--- src/rtl/instr_fetch_if.sv ---
// instr_fetch_if: instruction-memory, redirect and output-queue signals of the fetch stage.
interface instr_fetch_if #(
   parameter int PC_W    = 9,
   parameter int INSTR_W = 32
);
   logic               imem_en;
   logic [PC_W-1:0]    imem_addr;
   logic [INSTR_W-1:0] imem_rdata;
   logic               redirect_valid;
   logic [PC_W-1:0]    redirect_pc;
   logic               out_valid;
   logic               out_ready;
   logic [INSTR_W-1:0] out_instr;
   logic [PC_W-1:0]    out_pc;
   modport master (
      output imem_en, imem_addr, out_valid, out_instr, out_pc,
      input  imem_rdata, redirect_valid, redirect_pc, out_ready
   );
   modport slave (
      input  imem_en, imem_addr, out_valid, out_instr, out_pc,
      output imem_rdata, redirect_valid, redirect_pc, out_ready
   );
endinterface

--- src/rtl/instr_fetch.sv ---
// instr_fetch: owns the fetch PC, reads a synchronous imem, queues 2 instructions with redirect flush.
// Define JUMP_PREDICT_EN to restart fetch at the target of an enqueued j (opcode 20).
module instr_fetch #(
   parameter int PC_W       = 9,
   parameter int INSTR_W    = 32,
   parameter int FIFO_DEPTH = 2
) (
   input logic           clk,
   input logic           rst_n,
   instr_fetch_if.master bus
);
   typedef enum logic [1:0] {IDLE, RUN, FLUSH} state_t;
   localparam logic [1:0] DEPTH = 2'(FIFO_DEPTH);
   state_t             state, state_nx;
   logic [PC_W-1:0]    fetch_pc, tag_pc, s_pc, jump_pc;
   logic [INSTR_W-1:0] s_instr;
   logic               inflight, s_valid, pop, push, jump, issue;
   logic [1:0]         occ;
   assign pop     = bus.out_valid & bus.out_ready;
   assign push    = inflight & ~bus.redirect_valid;
   // queue entries plus the outstanding read, after this cycle's pop
   assign occ     = {1'b0, bus.out_valid} + {1'b0, s_valid} + {1'b0, inflight} - {1'b0, pop};
   assign jump_pc = bus.imem_rdata[PC_W-1:0];
`ifdef JUMP_PREDICT_EN
   assign jump    = push & (bus.imem_rdata[31:26] == 6'd20);
`else
   assign jump    = 1'b0;
`endif
   always_comb begin
      state_nx      = bus.redirect_valid ? FLUSH : RUN;
      issue         = (state == RUN) & ~bus.redirect_valid & (occ < DEPTH);
      bus.imem_en   = issue;
      bus.imem_addr = fetch_pc;
   end
   always_ff @(posedge clk or negedge rst_n)
      if (!rst_n) state <= IDLE;
      else        state <= state_nx;
   always_ff @(posedge clk or negedge rst_n) begin
      if (!rst_n) begin
         fetch_pc      <= '0;
         tag_pc        <= '0;
         inflight      <= 1'b0;
         s_valid       <= 1'b0;
         s_instr       <= '0;
         s_pc          <= '0;
         bus.out_valid <= 1'b0;
         bus.out_instr <= '0;
         bus.out_pc    <= '0;
      end else begin
         fetch_pc <= bus.redirect_valid ? bus.redirect_pc : jump ? jump_pc : issue ? fetch_pc + 1'b1 : fetch_pc;
         inflight <= issue & ~jump;
         if (issue) tag_pc <= fetch_pc;
         // head register keeps its last contents when the queue drains
         if (bus.redirect_valid) begin
            bus.out_valid <= 1'b0;
            s_valid       <= 1'b0;
         end else if (bus.out_valid & ~pop) begin
            if (push) begin
               s_valid <= 1'b1;
               s_instr <= bus.imem_rdata;
               s_pc    <= tag_pc;
            end
         end else if (s_valid) begin
            bus.out_instr <= s_instr;
            bus.out_pc    <= s_pc;
            s_valid       <= push;
            if (push) begin
               s_instr <= bus.imem_rdata;
               s_pc    <= tag_pc;
            end
         end else begin
            bus.out_valid <= push;
            if (push) begin
               bus.out_instr <= bus.imem_rdata;
               bus.out_pc    <= tag_pc;
            end
         end
      end
   end
endmodule

--- src/flat_wrapper.sv ---
// flat-port wrapper written by rule: the top's interface ports become plain ports
module instr_fetch_flat 
#(
   parameter int PC_W       = 9,
   parameter int INSTR_W    = 32,
   parameter int FIFO_DEPTH = 2
)
  (clk, rst_n, bus_imem_en, bus_imem_addr, bus_out_valid, bus_out_instr, bus_out_pc, bus_imem_rdata, bus_redirect_valid, bus_redirect_pc, bus_out_ready);
  instr_fetch_if #(.PC_W(PC_W), .INSTR_W(INSTR_W)) bus_i ();
  input logic clk;
  input logic rst_n;
  output wire logic [$bits(bus_i.imem_en)-1:0] bus_imem_en;
  output wire logic [$bits(bus_i.imem_addr)-1:0] bus_imem_addr;
  output wire logic [$bits(bus_i.out_valid)-1:0] bus_out_valid;
  output wire logic [$bits(bus_i.out_instr)-1:0] bus_out_instr;
  output wire logic [$bits(bus_i.out_pc)-1:0] bus_out_pc;
  input wire logic [$bits(bus_i.imem_rdata)-1:0] bus_imem_rdata;
  input wire logic [$bits(bus_i.redirect_valid)-1:0] bus_redirect_valid;
  input wire logic [$bits(bus_i.redirect_pc)-1:0] bus_redirect_pc;
  input wire logic [$bits(bus_i.out_ready)-1:0] bus_out_ready;
  assign bus_imem_en = bus_i.imem_en;
  assign bus_imem_addr = bus_i.imem_addr;
  assign bus_out_valid = bus_i.out_valid;
  assign bus_out_instr = bus_i.out_instr;
  assign bus_out_pc = bus_i.out_pc;
  assign bus_i.imem_rdata = bus_imem_rdata;
  assign bus_i.redirect_valid = bus_redirect_valid;
  assign bus_i.redirect_pc = bus_redirect_pc;
  assign bus_i.out_ready = bus_out_ready;
  instr_fetch #(.PC_W(PC_W), .INSTR_W(INSTR_W), .FIFO_DEPTH(FIFO_DEPTH)) u_core (.clk(clk), .rst_n(rst_n), .bus(bus_i));
endmodule
--- config.mk ---
export PLATFORM = sky130hd
export DESIGN_NAME = instr_fetch_flat
export DESIGN_NICKNAME = d
export VERILOG_FILES = /design/src/rtl/instr_fetch_if.sv /design/src/rtl/instr_fetch.sv /design/src/flat_wrapper.sv
export SDC_FILE = /design/constraint.sdc
export NUM_CORES = 1
export LEC_CHECK = 0
export CAP_MARGIN = 20
export CORE_UTILIZATION = 50
export DETAILED_ROUTE_END_ITERATION = 10
export GPL_ROUTABILITY_DRIVEN = 0
export PLACE_DENSITY = 0.86
export SLEW_MARGIN = 20
export SYNTH_ARGS = -nofsm -noshare
export SYNTH_HDL_FRONTEND = slang
export SYNTH_SLANG_ARGS = --single-unit
--- constraint.sdc ---
create_clock -name clk -period 3.29 [get_ports clk]
set_input_delay 0.658 -clock clk [delete_from_list [all_inputs] [get_ports clk]]
set_output_delay 0.658 -clock clk [all_outputs]
set_load 0.005 [all_outputs]
== Word level (Yosys, flattened, before mapping) ==
Cells that the tools add are included.

* Flip-flop bits (word level): 105
* Input port bits: 45
* Output and inout bits: 52
* Word-level logic and storage cells: 53

* Add/sub/neg operators: 4
* Magnitude comparators: 1
* Equality and inequality tests: 4
* Mux-type cells: 20
* Bitwise gates (word level): 8
* Reductions and logical operators: 6

{| class="wikitable"
|+ Operators with widths
! cell !! number
|-
| 32-bit 2-to-1 mux || 5
|-
| 9-bit 2-to-1 mux || 7
|-
| 9-bit by 1-bit adder with 9-bit output, second input constant || 1
|-
| 1-bit 2-to-1 mux || 7
|-
| 2-bit nonzero test || 3
|-
| 1-bit AND || 5
|-
| 2-bit != test, second input constant || 2
|-
| 2-bit AND reduction || 2
|-
| 3-bit by 2-bit != test with 1-bit output, second input constant || 1
|-
| 1-bit NOT || 3
|-
| 3-bit AND reduction || 1
|-
| 1-bit by 1-bit adder with 2-bit output || 1
|-
| 2-bit by 1-bit adder with 2-bit output || 1
|-
| 2-bit by 1-bit equality test with 1-bit output, second input constant || 1
|-
| 2-bit < comparator, second input constant || 1
|-
| 2-bit 2-to-1 mux || 1
|-
| 2-bit by 1-bit subtractor with 2-bit output || 1
|}

== Logic depth before layout (Yosys ltp) ==
Gate-level depths: netlist (run 1).

* Word-level depth: 7
* Depth in mapped cells: 8
* Mapped depth without buffers: 8

== Worst setup path after synthesis (run 1) ==
No wires, ideal clock.

* Path kind: input to output
* From: input port bus_out_ready
* To: output port bus_imem_en
* Arrival time: 2.090 ns
* Slack: 0.542 ns
* Stages: 7
* Path buffers: 0
* Cell sequence: and2_1 > ha_1 > inv_1 > ha_1 > a21oi_4 > mux2i_4 > nor2_4

* Cells in the longest elaborated chain, start to end: 4

{| class="wikitable"
|+ Ends and longest elaborated chain
! item !! line !! source
|-
| from (decl) || flat_wrapper.sv:20 || <nowiki>input wire logic [$bits(bus_i.out_ready)-1:0] bus_out_ready;</nowiki>
|-
| 1-bit AND || instr_fetch.sv:19 || <nowiki>assign pop = bus.out_valid & bus.out_ready;</nowiki>
|-
| 2-bit by 1-bit subtractor with 2-bit output || instr_fetch.sv:22 || <nowiki>assign occ = {1'b0, bus.out_valid} + {1'b0, s_valid} + {1'b0, inflight} - {1'b0, pop};</nowiki>
|-
| 2-bit < comparator || instr_fetch.sv:31 || <nowiki>issue = (state == RUN) & ~bus.redirect_valid & (occ < DEPTH);</nowiki>
|-
| 1-bit AND || instr_fetch.sv:31 ||
|-
| to (decl) || flat_wrapper.sv:12 || <nowiki>output wire logic [$bits(bus_i.imem_en)-1:0] bus_imem_en;</nowiki>
|}

No other way between the ends.

== Worst setup path after layout (run 1) ==
* From: register u_core.bus.out_valid
* To: output port bus_imem_en

* Cells in the longest elaborated chain, start to end: 5
* Elaborated cells on any way between the ends: 6
* Those cells by class: 3 x add/sub; 1 x order compare; 2 x bitwise

{| class="wikitable"
|+ Ends and longest elaborated chain
! item !! line !! source
|-
| from (decl) || instr_fetch_if.sv:16 || <nowiki>output imem_en, imem_addr, out_valid, out_instr, out_pc,</nowiki>
|-
| from (signal assigned) || instr_fetch.sv:72 || <nowiki>bus.out_valid <= push;</nowiki>
|-
| 1-bit by 1-bit adder with 2-bit output || instr_fetch.sv:22 ||
|-
| 2-bit by 1-bit adder with 2-bit output || instr_fetch.sv:22 ||
|-
| 2-bit by 1-bit subtractor with 2-bit output * || instr_fetch.sv:22 ||
|-
| 2-bit < comparator * || instr_fetch.sv:31 ||
|-
| 1-bit AND * || instr_fetch.sv:31 ||
|}

Every way passes the cells marked *; elsewhere a longest branch is shown, timed or not.

==> results.json, run 1 <==
{
  "top_usage_layer": "met2",
  "hold_viol_final": 0,
  "io_pins": 97,
  "drc": 0,
  "cts-root-buf": "clkbuf_8",
  "drt_wl_total_um": 9270,
  "worst-r2r-cell-count": 10,
  "area_growth_pct": 29.3,
  "ys_top_cells_by_area": "dfrtp_1 (58%), mux2_1 (12%), mux2i_1 (9.5%)",
  "reg2reg_from": "u_core.bus.out_valid",
  "ir_drop_uv": 238,
  "antenna_found_initial": 0,
  "num-fill-cells": 667,
  "run_status": "completed",
  "grt_pass1_vias": 3278,
  "start_util_pct": 51.8,
  "ys_ff_latch": 105,
  "vias": 3186,
  "grt_max_degree": 83,
  "drive_gt1_share_pct": 7.23,
  "syn_inst": 369,
  "drtPass1Iterations": 4,
  "clk_latency_ns": 0.36,
  "synth_edf_count": 0,
  "finalCriticalPeriod_ns": 3.03,
  "tightest_slew_ns": 0.966,
  "critPathLaunchType": "flop",
  "maxCapViolCount": 0,
  "synth-async-reset-ratio_pct": 100,
  "finalSetupViolCount": 0,
  "clockBufferDepth": 2,
  "wire_per_inst_um": 16.0,
  "grt_usage_pct": 20.5,
  "ant_nets": 0,
  "yosys.cell_count.top_type": "dfrtp_1",
  "endpoint_kind": "output pin",
  "p_leak_nw": 2.51,
  "rrSetupSlack_ns": 0.81,
  "slew_headroom_pct": 35.6,
  "ys_warn_count": 0,
  "synthTopCellsByCount": "dfrtp_1 (105), mux2_1 (50), nor2_1 (46), a21oi_1 (43), mux2i_1 (43)",
  "final_cells": 578,
  "rsz0062_at_grt": "false",
  "vias_per_cell": 5.51,
  "htreeDepth": 3,
  "path_max_fanout": 5,
  "hpwlAfterDp_um": 5980,
  "fmax_ghz": 0.330,
  "die_y_um": 97.0,
  "ys.flop_type": "dfrtp_1",
  "power_w": 0.00306,
  "slew_viol_final": 0,
  "cts_buffers": 9,
  "stdcell_area_mm2": 0.00584,
  "yosysTopAreaCellShare_pct": 58.2,
  "drtIter0Drc": 104,
  "syn-num-nets": 417,
  "holdBufCountCts": 0,
  "skew_ns": 0.0136,
  "synth_seq_area_share_pct": 58.2,
  "grt_pass1_wl_um": 15700,
  "netlist_area_mm2": 0.00451,
  "arrival_ns": 2.37,
  "placed_cell_area_mm2": 0.00562,
  "ys_types": 36,
  "grt_use_met2_pct": 33.9,
  "regArea_mm2": 0.00263,
  "synth_top_area_cell": "dfrtp_1",
  "use_met1_pct": 27.5,
  "io_buffers": 96,
  "clk_pin_slew_worst_paths_ns": 0.10,
  "worstHoldPathType": "in2async",
  "cts_tree": "yes",
  "fin_nets": 513,
  "placed_cells": 561,
  "post_synth.cell_area_avg_um2": 12.2,
  "clock-sinks": 105,
  "crit_required_ns": 2.63,
  "powerDensity_mw_per_mm2": 524,
  "multi_input_area_mm2": 0.00180,
  "utilization_pct": 66.9,
  "coreArea_mm2": 0.00872,
  "min_period_over_period_pct": 92.0,
  "row_count": 34,
  "r2r_end": "u_core.bus.imem_addr[3]",
  "die_w_um": 97.0,
  "die_area_mm2": 0.00941,
  "worstSetupPathType": "reg2out",
  "diodes": 0,
  "grt.overflow.total": 0,
  "met3_usage_pct": 4.12
}
-- sequential cells by signal, indices dropped and copies added, names as in the netlist --
name and cells:
u_core.bus.out_instr 32, u_core.tag_pc 9, u_core.bus.imem_addr 9, u_core.state 2, u_core.bus.out_pc 9, u_core.s_instr 32
u_core.bus.out_valid 1, u_core.inflight 1, u_core.s_pc 9, u_core.s_valid 1
-- stage by stage --
stage               hold slack (ns)  TNS (ns)  setup WS [ns]
floorplan                     0.362         0          0.542
global placement              0.473    -0.215         -0.215
detailed placement            0.481    -0.215         -0.215
CTS                           0.473         0         0.0328
global route                  0.501         0          0.165
finish                        0.420         0          0.264
-- placed cells by master (no fill, tap or decap), types with 2 or more instances in the layout --
cell / Yosys / final
o31a_1: 2 / 2
nor2_1: 46 / 46
clkinv_4: 0 / 3
o21ai_0: 4 / 4
nand2b_1: 3 / 2
or4_1: 2 / 2
and2_1: 2 / 2
a31oi_1: 5 / 5
nand3_1: 4 / 4
clkdlybuf4s50_1: 0 / 93
nor2b_1: 2 / 2
clkbuf_8: 0 / 9
or3_1: 4 / 4
a21oi_1: 43 / 43
o21ai_1: 4 / 4
nand2_1: 6 / 6
dfrtp_1: 105 / 104
mux2_1: 50 / 50
mux2i_1: 43 / 43
nor4_1: 2 / 2
ha_1: 3 / 2
buf_4: 0 / 9
inv_1: 5 / 4
buf_12: 0 / 2
-- cell families (layout without fill, tap and decap cells) --
group	Yosys count	after routing	synth area share [%]
adders and majority gates	3	3	0.832
buffers and inverters	26	127	2.44
muxes	94	94	22.5
DFF	105	105	58.2
xor gates and xnor gates	2	2	0.388
and+or+nand+nor	78	78	8.18
AOI/OAI and AO/OA	61	61	7.43
-- how the worst max path moves through the flow --
stage / startpoint / end / slack (ns) / depth (start not counted)
finish: u_core.bus.out_valid / bus_imem_en / 0.26 / 8
global route: u_core.bus.out_valid / bus_imem_en / 0.16 / 8
CTS: bus_out_ready / bus_imem_en / 0.03 / 9
detailed placement: bus_out_ready / bus_imem_en / -0.22 / 9
global placement: bus_out_ready / bus_imem_en / -0.21 / 9
floorplan: bus_out_ready / bus_imem_en / 0.54 / 7
-- worst max-delay path, stage by stage (launching register included) --
cell and delay (ns):
dfrtp_1 0.48, and2_1 0.18, ha_1 0.27, inv_2 0.08, ha_4 0.20, a21oi_4 0.19, mux2i_4 0.30, nor2_4 0.05
dlygate4sd2_1 0.26
-- layer usage --
layer / vias to the layer above / routed length (µm)
li1: 1486 / -
met1: 1588 / 4170
met2: 101 / 4550
met3: 11 / 442
met4: 0 / 97
met5: - / 0
-- what timing repair did --
| item | CTS | global route |
|---|---|---|
| endpoints found under the setup margin | 1 | 1 |
| resized for setup | 2 | 2 |
| setup buffers | 0 | 1 |
| pin swaps | 1 | 1 |
-- report_power, final --
group	leakage, nW	total, W	switching [W]	internal, W
Sequential	1.29	0.00162	0.000132	0.00149
Combinational	1.12	0.000641	0.000237	0.000404
Clock	0.0964	0.000799	0.000443	0.000355
Total	2.51	0.00306	0.000813	0.00225
-- area by class of cell --
cell class | count | area share (%)
timing repair buffer | 106 | 18.2
multi-input combinational | 238 | 30.8
inverter | 5 | 0.322
clock buffer | 10 | 2.19
sequential | 105 | 45.0
clock inverter | 6 | 1.18
tap | 108 | 2.32
Power figures use the tool's default switching activity.
==> inputs of run 2 (changes only) <==
Settings changed: CORE_UTILIZATION 50 to 45, CTS_CLUSTER_DIAMETER from default to 30, PLACE_DENSITY 0.86 to 0.79.
Clock period 3.29 ns to 3.5 ns, I/O delays scaled along.
==> results.json, run 2 (synthesis results as in run 1) <==
{
  "path_buf_inv": 3,
  "min_period_over_period_pct": 96.7,
  "clock-sinks": 105,
  "drtPass1Iterations": 4,
  "die_y_um": 102,
  "p_clk_share_pct": 30.1,
  "vias": 3116,
  "fin_setup_tns_ns": 0,
  "antenna_found_initial": 0,
  "powerDensity_mw_per_mm2": 513,
  "worstSetupPathType": "in2out",
  "combPwrFrac_pct": 19.7,
  "start_util_pct": 46.4,
  "fin_nets": 513,
  "ant_nets": 0,
  "grt.overflow.total": 0,
  "grt_pass1_vias": 3138,
  "endpoint_kind": "output pin",
  "skew_ns": 0.0108,
  "fmax_ghz": 0.295,
  "grt_pass1_wl_um": 14600,
  "drtIter0Drc": 108,
  "drive_gt1_share_pct": 7.23,
  "mostFrequentLayoutCell": "dfrtp_1",
  "crit_chain": "clkdlybuf4s50_1, and2_1, ha_1, inv_1, ha_4, a21oi_4, mux2i_4, nor2_4, dlygate4sd2_1",
  "placed_cells": 586,
  "finalSetupViolCount": 0,
  "slew_viol_final": 0,
  "cp_slowest_cell": "clkdlybuf4s50_1",
  "io_pins": 97,
  "switchingPower_w": 0.000757,
  "worstHoldPathType": "in2async",
  "critPathLaunchType": "input port",
  "pwr-share-seq_pct": 50.2,
  "die_w_um": 102,
  "rsz0062_at_grt": "false",
  "cts_buffers": 9,
  "hpwlAfterDp_um": 6140,
  "run_status": "completed",
  "slew_headroom_pct": 48.2,
  "cts_tree": "yes",
  "timing.critical_path.slowest_cell_delay_ns": 0.43,
  "die_area_mm2": 0.0104,
  "io_buffers": 96,
  "crit_required_ns": 2.80,
  "finalCriticalPeriod_ns": 3.39,
  "grt_usage_pct": 18.1,
  "row_count": 36,
  "holdBufCountCts": 0,
  "clk_pin_slew_worst_paths_ns": 0.10,
  "maxCapViolCount": 0,
  "final_cells": 603,
  "arrival_ns": 2.69,
  "vias_per_cell": 5.17,
  "tightest_slew_ns": 0.777,
  "area_growth_pct": 30.9,
  "ir_drop_uv": 268,
  "wire_per_inst_um": 15.2,
  "p_sw_share_pct": 25.0,
  "p_leak_nw": 2.53,
  "drt_wl_total_um": 9160,
  "drc": 0,
  "cp_top_family": "buffers and inverters",
  "grt_max_degree": 83,
  "hold_viol_final": 0,
  "diodes": 0,
  "clockBufferDepth": 2,
  "num-fill-cells": 798,
  "p_int_w": 0.00228,
  "reg.largest.list": "u_core.bus.out_instr (32), u_core.s_instr (32)",
  "coreArea_mm2": 0.00973,
  "path_max_fanout": 3,
  "clk_latency_ns": 0.36,
  "cts-root-buf": "clkbuf_8",
  "htreeDepth": 3,
  "final_cell_mix": "dfrtp_1 (104), clkdlybuf4s50_1 (94), mux2_1 (50), nor2_1 (46)"
}
[run 2: cell types whose count changed in the layout (fill, tap and decap cells not counted), sizes merged]
cell / delta
clkdlybuf4s50: +1
bufinv: +2
clkinvlp: -1
dlymetal6s2s: -1
inv: +2
clkinv: -3
[run 2: what timing repair did]
| item | in CTS | in global routing |
|---|---|---|
| gates cloned | 0 | 0 |
| endpoints found under the setup margin | 1 | 1 |
| pin swaps | 1 | 1 |
| setup buffers | 1 | 0 |
| resized for setup | 1 | 1 |
| endpoints found under the hold margin | 0 | 0 |
[run 2: area by class of cell]
class	instances	area, µm²	share of cell area (%)
Clock buffer	10	138	2.33
Clock inverter	6	113	1.91
Inverter	5	18.8	0.318
Multi-Input combinational cell	238	1800	30.4
Sequential cell	105	2630	44.5
Tap cell	133	166	2.82
Timing Repair Buffer	106	1050	17.7
[run 2: worst paths after layout]
path | to | startpoint | slack [ns] | cells past startpoint
max | bus_imem_en | bus_out_ready | 0.11 | 9
min | u_core.bus.out_instr[14] | rst_n | 0.36 | 1
max reg2reg | u_core.bus.imem_addr[5] | u_core.bus.out_valid | 1.05 | 9
min reg2reg | u_core.s_instr[22] | u_core.s_instr[22] | 0.50 | 1
max in group asynchronous | u_core.bus.out_instr[6] | rst_n | 2.44 | 2
min in group clk | u_core.s_instr[22] | u_core.s_instr[22] | 0.50 | 1
[run 2: power groups by stage]
stage	Combinational, W	Sequential (W)	Clock (W)
after detailed placement	0.000604	0.00155	0
after global routing	0.000661	0.00155	0.000982
after floorplan	0.000209	0.00153	0
final	0.000597	0.00152	0.000914
after CTS	0.000606	0.00152	0.000933
after global placement	0.000591	0.00153	0
[run 2: layer usage]
| layer | vias to the layer above | GRT usage, % | routed length [µm] |
|---|---|---|---|
| met4 | 0 | 4.18 | 73 |
| met5 | - | 0 | 0 |
| met3 | 8 | 4.45 | 457 |
| met1 | 1552 | 22.8 | 4150 |
| li1 | 1488 | - | - |
| met2 | 68 | 31.4 | 4480 |
[run 2: per-stage QoR]
stage	setup slack [ns]	util [%]	hold WS [ns]	area, µm²	power [W]
2_1_floorplan	0.668	-	0.404	4510	0.00174
3_3_place_gp	-0.138	57.9	0.473	5640	0.00212
3_5_place_dp	-0.152	57.9	0.481	5640	0.00215
4_1_cts	0.0691	60.6	0.502	5890	0.00306
5_1_grt	0.0411	60.7	0.421	5910	0.00319
6_report	0.115	60.7	0.365	5910	0.00303
